## config.mk

```make
export PLATFORM = sky130hd
export DESIGN_NAME = counter_cmd_sequencer
export DESIGN_NICKNAME = d
export VERILOG_FILES = /design/src/rtl/counter_seq_pkg.sv /design/src/rtl/updown_load_counter_core.sv /design/src/rtl/counter_cmd_sequencer.sv
export SDC_FILE = /design/constraint.sdc
export NUM_CORES = 1
export LEC_CHECK = 0
export ABC_CLOCK_PERIOD_IN_PS = 3300
export BUFFER_PORTS_ARGS = -buffer_cell sky130_fd_sc_hd__buf_4
export CAP_MARGIN = 15
export CORE_ASPECT_RATIO = 0.8
export CORE_UTILIZATION = 45
export CTS_BUF_LIST = sky130_fd_sc_hd__clkbuf_8 sky130_fd_sc_hd__clkbuf_16
export DETAILED_ROUTE_END_ITERATION = 7
export GPL_TIMING_DRIVEN = 1
export PLACE_DENSITY = 0.67
export SLEW_MARGIN = 20
export SYNTH_ARGS = -nofsm -noshare
export SYNTH_HDL_FRONTEND = slang
export SYNTH_SLANG_ARGS = --single-unit
```

## constraint.sdc

```tcl
create_clock -name clk -period 3.3 [get_ports clk]
set_input_delay 0.165 -clock clk [delete_from_list [all_inputs] [get_ports clk]]
set_output_delay 0.165 -clock clk [all_outputs]
set_load 0.01 [all_outputs]
```

## src/rtl/counter_seq_pkg.sv

```systemverilog
// Shared encodings for the command-driven counter sequencer.
package counter_seq_pkg;

   // Command opcodes carried on cmd_op.
   localparam logic [1:0] OP_LOAD  = 2'b00;
   localparam logic [1:0] OP_UP    = 2'b01;
   localparam logic [1:0] OP_DOWN  = 2'b10;
   localparam logic [1:0] OP_CLEAR = 2'b11;

   // Sequencer FSM states.
   typedef enum logic [1:0] {
      IDLE  = 2'd0,
      LOAD  = 2'd1,
      COUNT = 2'd2
   } state_t;

endpackage

```

## src/rtl/updown_load_counter_core.sv

```systemverilog
// N-bit up/down counter with synchronous load; acts only when enabled,
// and load takes priority over counting.
module updown_load_counter_core #(
   parameter int N = 4
) (
   input  logic         clk,
   input  logic         reset_n,
   input  logic         enable,
   input  logic         up,
   input  logic         load,
   input  logic [N-1:0] d,
   output logic [N-1:0] q
);

   localparam logic [N-1:0] ONE = 1;

   // Counter register: async clear, then load > up/down when enabled.
   always_ff @(posedge clk or negedge reset_n) begin
      if (!reset_n) begin
         q <= '0;
      end else if (enable) begin
         if (load)    q <= d;
         else if (up) q <= q + ONE;
         else         q <= q - ONE;
      end
   end

endmodule

```

## src/rtl/counter_cmd_sequencer.sv

```systemverilog
// Command sequencer for an up/down/load counter. Accepts one command at a
// time over valid/ready and steers the internal counter core cycle by cycle.
// Handshake: a command transfers on a rising edge where cmd_valid and
// cmd_ready are both high; cmd_ready is high only in IDLE and does not
// depend on cmd_valid. Fields are captured at that edge and ignored after.
module counter_cmd_sequencer
   import counter_seq_pkg::*;
#(
   parameter int N = 4,
   parameter int L = 8
) (
   input  logic         clk,
   input  logic         reset_n,
   input  logic         cmd_valid,
   output logic         cmd_ready,
   input  logic [1:0]   cmd_op,
   input  logic [N-1:0] cmd_arg,
   input  logic [L-1:0] cmd_steps,
   input  logic         abort,
   output logic [N-1:0] q,
   output logic         busy,
   output logic         done,
   output logic         wrap,
   output logic         aborted,
   output state_t       state_dbg
);

   localparam logic [L-1:0] REM_ONE = 1;

   state_t         state, state_nxt;
   logic [L-1:0]   rem, rem_nxt;
   logic [1:0]     op_q;
   logic [N-1:0]   arg_q;
   logic           done_nxt, wrap_nxt, aborted_nxt;
   logic           core_en, core_up, core_load;
   logic [N-1:0]   core_d;
   logic           accept;

   assign cmd_ready = (state == IDLE);
   assign busy      = !cmd_ready;
   assign accept    = cmd_valid && cmd_ready;
   assign state_dbg = state;

   // State, step counter, latched command and event pulses.
   always_ff @(posedge clk or negedge reset_n) begin
      if (!reset_n) begin
         state   <= IDLE;
         rem     <= '0;
         op_q    <= OP_LOAD;
         arg_q   <= '0;
         done    <= 1'b0;
         wrap    <= 1'b0;
         aborted <= 1'b0;
      end else begin
         state   <= state_nxt;
         rem     <= rem_nxt;
         done    <= done_nxt;
         wrap    <= wrap_nxt;
         aborted <= aborted_nxt;
         if (accept) begin
            op_q  <= cmd_op;
            arg_q <= cmd_arg;
         end
      end
   end

   // Next-state logic and combinational steering of the counter core.
   always_comb begin
      state_nxt   = state;
      rem_nxt     = rem;
      done_nxt    = 1'b0;
      wrap_nxt    = 1'b0;
      aborted_nxt = 1'b0;
      core_en     = 1'b0;
      core_up     = 1'b0;
      core_load   = 1'b0;
      core_d      = arg_q;
      case (state)
         IDLE: begin
            if (cmd_valid) begin
               if (cmd_op == OP_UP || cmd_op == OP_DOWN) begin
                  state_nxt = COUNT;
                  rem_nxt   = cmd_steps;
               end else begin
                  state_nxt = LOAD;
               end
            end
         end
         LOAD: begin
            core_en   = 1'b1;
            core_load = 1'b1;
            core_d    = (op_q == OP_CLEAR) ? '0 : arg_q;
            done_nxt  = 1'b1;
            state_nxt = IDLE;
         end
         COUNT: begin
            core_up = (op_q == OP_UP);
            if (abort) begin
               aborted_nxt = 1'b1;
               state_nxt   = IDLE;
            end else if (rem == '0) begin
               done_nxt  = 1'b1;
               state_nxt = IDLE;
            end else begin
               core_en  = 1'b1;
               rem_nxt  = rem - REM_ONE;
               wrap_nxt = core_up ? (q == '1) : (q == '0);
               if (rem == REM_ONE) begin
                  done_nxt  = 1'b1;
                  state_nxt = IDLE;
               end
            end
         end
         default: state_nxt = IDLE;
      endcase
   end

   updown_load_counter_core #(.N(N)) u_core (
      .clk     (clk),
      .reset_n (reset_n),
      .enable  (core_en),
      .up      (core_up),
      .load    (core_load),
      .d       (core_d),
      .q       (q)
   );

endmodule
```

After elaboration in Yosys (flattened, before gate mapping)
Cells that the tools add are included.

Multiplexer cells: 30. Reductions and logical operators: 9. Equality and inequality tests: 13. Add/sub/neg operators: 3.

Operators with widths (count): $mux 8 (4); $mux 4 (4); $pmux 8 s2 (1); $mux 1 (13); $mux 2 (5); $eq 8x1->1 const B (1); $logic_not 8->1 (1); $sub 8x1->8 const B (1); $eq 2x1->1 const B (3); $eq 2x2->1 const B (3); $ne 2x2->1 const B (3); $reduce_and 5->1 (1); $add 4x1->4 const B (1); $eq 4x4->1 const B (1); $logic_not 4->1 (1); $ne 4x4->1 const B (1); $pmux 1 s2 (2); $pmux 2 s2 (1); $sub 4x1->4 const B (1); $logic_not 2->1 (1); $ne 2x1->1 const B (1); $reduce_and 2->1 (1); $reduce_bool 2->1 (1); $logic_and 1x1->1 (1); 2 further kinds (2).

Register bits after elaboration: 23. Input port bits: 18. Logic and storage cells: 63. Output and inout bits: 11.

Logic depth before layout (Yosys ltp)
Depth after elaboration: 5. Gate-level depth with buffers: 9. Mapped depth without buffers: 8.

Cells and area by module
A second synthesis with hierarchy kept.

Cells, all modules: 155. Area total of the unflattened synthesis: 1471.4 um2.

By module, submodules not included: counter_cmd_sequencer (cells an instance 124, seq. area each 475.5 um2, area each 1179.9 um2, instances 1); updown_load_counter_core (cells an instance 31, seq. area each 100.1 um2, area each 291.5 um2, instances 1).

Worst setup path after synthesis
Ideal clock, no wire load.

Path type: register -> register. From: reg state[0], in the netlist state_dbg[0]. To: reg u_core.q[3]. Data arrival time: 2.207 ns. Cell stages (with the launch flop): 10. Period minus slack after synthesis: 2.311 ns. Library setup time: 0.104 ns. Required time: 3.196 ns. Path buffers: 1. Path slack: 0.989 ns. Cells stage by stage: dfrtp_1 inv_1 ha_1 clkbuf_1 nand3b_1 ha_1 a21oi_1 nand3_1 a31o_2 a221oi_1.

Word-level cells in the longest chain between the ends: 4. Elaborated cells on any way between the ends: 8. Those cells by class: eq/ne (2); mux (6).

Ends and longest elaborated chain: from (decl) (line counter_cmd_sequencer.sv:30) `state_t state, state_nxt;`; from (signal assigned) (line counter_cmd_sequencer.sv:55) `state <= state_nxt;`; $eq 2x2->1 (line counter_cmd_sequencer.sv:78) `case (state)`; $mux 1 (line counter_cmd_sequencer.sv:78); $mux 4 (line updown_load_counter_core.sv:23) `else if (up) q <= q + ONE;`; $mux 4 (line updown_load_counter_core.sv:22) `if (load) q <= d;`; to (signal assigned) (line updown_load_counter_core.sv:23); to (signal assigned) (line updown_load_counter_core.sv:24) `else q <= q - ONE;`; to (decl) (line updown_load_counter_core.sv:12) `output logic [N-1:0] q`.

Parallel ways exist; a longest one is shown, timed or not. A chain may end at the register's enable or synchronous reset.

Worst setup path in the final report
Ends and elaborated chain as after synthesis.

==> metrics <==
outcome=complete, no violations; min cycle time layout=2.53 ns; detail-routed via count per cell=between 5 and 6; CP Capture Type=flop; EDFF count, synth=0; post_cts resized=0; CP Launch Type=flop; Buffers on Ports=28; number of antenna violations at the first check in global routing=0; average wire length per cell after detail routing=15.0 um; Area after DPL=~1700 um^2; number of warning messages in the yosys log=0; Worst Skew=between 0.002 and 0.0025 ns; max cap viols=0; unrepaired setup endpoints after global routing=false; count of different cell masters after synthesis=46; final layout net count=~210; beginning of the worst register-to-register path=state_dbg[0]; final hold vios=0; post-synthesis cell type with the largest combined area=sky130_fd_sc_hd__dfrtp_1; core area=3130 um^2; maximum frequency from static timing analysis=395 MHz; Final Slew Violations=0; Slowest cell on crit path=sky130_fd_sc_hd__ha_1; share of cells above drive strength 1=around a quarter; Finish-stage setup viols=0; final HPWL from detailed placement=2.63 mm; TritonCTS clock tree=built; number of clock buffers inserted by TritonCTS=3; First DRT Iteration DRCs=67; aggregate global-route resource usage=21.2%; CTS hold repair buffers=1; clock slew at the register clock pins of the worst setup and hold paths=~0.080 ns; maximum count of clock buffers along a single path=2; most frequent cells in the layout=sky130_fd_sc_hd__buf_4 (28), sky130_fd_sc_hd__dfrtp_1 (23), sky130_fd_sc_hd__inv_1 (12), sky130_fd_sc_hd__nand2_1 (12), sky130_fd_sc_hd__o21ai_0 (11); type of the worst setup path=flop to flop; leading cell type in the layout, fill and taps excluded=sky130_fd_sc_hd__buf_4; horizontal die dimension=66.4 um; Async SR Flop Fraction=100%; largest net degree at the start of global routing=24; CP peak stage delay=~0.45 ns; number of nets produced by synthesis=around 180; die outline area=3560 um^2; total wire length=3.39 mm; hold slack final=0.126 ns; worst ir drop on vdd=0.000480 V; class of the tightest hold or removal check=input pin to flop; flops & latches, synth=23; diode insertion count for antenna repair=0; sequential-to-total area share from yosys stat=between 30% and 40%; share of the synthesized area in the top cell type=38.5%; number of buffers and inverters on the critical path=1; largest cells by area after synthesis=sky130_fd_sc_hd__dfrtp_1 (39%), sky130_fd_sc_hd__mux2_2 (6.8%), sky130_fd_sc_hd__ha_1 (6.7%), sky130_fd_sc_hd__o21ai_0 (3.7%), sky130_fd_sc_hd__a21oi_1 (3.4%); chip height=roughly 54 um; synthesized area=1490 um^2; cell at the root of the clock tree=sky130_fd_sc_hd__clkbuf_8; worst setup path startpoint=state_dbg[0]; predominant post-synthesis flop cell=sky130_fd_sc_hd__dfrtp_1; Worst slew margin=31.7%; Req. time, crit path=3.47 ns; CP dominant cell by count=sky130_fd_sc_hd__ha_1; placed cell count=220; post-route standard cell area excluding fillers=roughly 1800 um^2; effective utilization at floorplan=roughly 48%; Critical Path AT=2.70 ns; antenna-violating nets left=0; clock net sink count=23; Final Wtd Congestion=0.897; Power Density=930 nW/um^2; aggregate global routing overflow=0; measured slew at the worst slew-check pin=1.02 ns; Leakage Power=~0.00078 uW; Area Growth Syn to Fin=19.8%; TritonRoute pass-1 iters=4; Post-route DRC=0; summed negative setup slack over all endpoints=0 ns; number of global-route vias before repair=roughly 1.1k; Gate Count Post-Synth=155; global-route wire length before repair=5.51 mm; post-layout instance count excluding filler cells=roughly 230; startpoint of the tightest hold check path=cmd_arg[0]; ordered cell list for the critical path=inv_1, ha_1, nand3b_1, ha_1, a21oi_1, nand3_1, a31o_2, a221oi_1; cell family with most CP delay=adder cells; mean cell area of the mapped netlist=9.64 um^2; # Post-CTS Setup Buffers=0; clock insertion delay at the later pin of the skew report=around 0.27 ns; portion of the clock cycle consumed by the worst path in the final layout=76.8%; Clock H-tree levels=1; boundary pin count=29; number of core rows=18; critical path peak fanout=14; count of vias placed by the detailed router=1329
[sequential cells by signal, indices dropped and copies added, names as in the netlist]
register and flops:
arg_q 4, u_core.q 4, op_q 2, rem 8, done 1, aborted 1, state_dbg 2, wrap 1
[metrics by stage]
stage | utilization (%) | setup slack (ns) | power [uW]
after floorplan | - | 0.989 | 1210
after global placement | 55.4 | 0.963 | 1450
after detailed placement | 55.4 | 0.813 | 1480
after CTS | 57.2 | 0.791 | 1660
after global routing | 57.2 | 0.589 | 1800
final | 57.2 | 0.765 | 1660
[cells by family (layout without fill, tap and decap cells)]
kind of cell               after synthesis  count (layout)  synth area share [%]
AOI/OAI and AO/OA                       49              49                  23.1
and+or+nand+nor                         47              47                  17.3
DFF                                     23              23                  38.5
buffers and inverters                   15              45                  4.35
muxes                                   10              10                  7.45
adders and majority gates                9               9                  8.04
xor gates and xnor gates                 2               2                  1.17
[worst paths after layout]
check	end	slack, ns	cells after the start
max	u_core.q[3]	0.77	8
min	arg_q[0]	0.13	2
max reg2reg	u_core.q[3]	0.77	8
min reg2reg	arg_q[2]	0.52	1
max in group asynchronous	rem[3]	2.75	2
min in group asynchronous	wrap	0.32	2
[per-layer routing]
layer  share of wire, %  track usage [%]
met5                  0                0
met4               0.71             4.96
met3                8.9             5.72
met2                 44             31.6
met1                 47             30.6
[worst register-to-register path, stage by stage (launching register included)]
cell and delay [ns]:
sky130_fd_sc_hd__dfrtp_1 0.42, sky130_fd_sc_hd__inv_1 0.09, sky130_fd_sc_hd__ha_1 0.45, sky130_fd_sc_hd__nand3b_1 0.28
sky130_fd_sc_hd__ha_1 0.40, sky130_fd_sc_hd__a21oi_1 0.21, sky130_fd_sc_hd__nand3_1 0.13, sky130_fd_sc_hd__a31o_2 0.26
sky130_fd_sc_hd__a221oi_1 0.20
[Yosys cell counts (all sizes together) (3+ instances only)]
library cell  number
a21oi             10
mux2               9
or4                3
o31ai              5
a21o               3
nand2             12
inv               12
a211oi             3
nor2               8
nor4               4
nand3              6
dfrtp             23
o21ai             13
ha                 8
[where the power goes]
group	internal [uW]	switching, uW
clock network	84.4	90.6
registers	410	180
logic	423	476
total	918	746
[layout make-up]
type                       count  area (um^2)
inverter                      12         45.0
timing repair buffer          29          220
clock buffer                   3         41.3
clock inverter                 1         5.00
sequential                    23          576
multi-input combinational    117          853
fill                         280         1340
tap                           40         50.0
No activity file was read; power rests on OpenSTA's default activity.
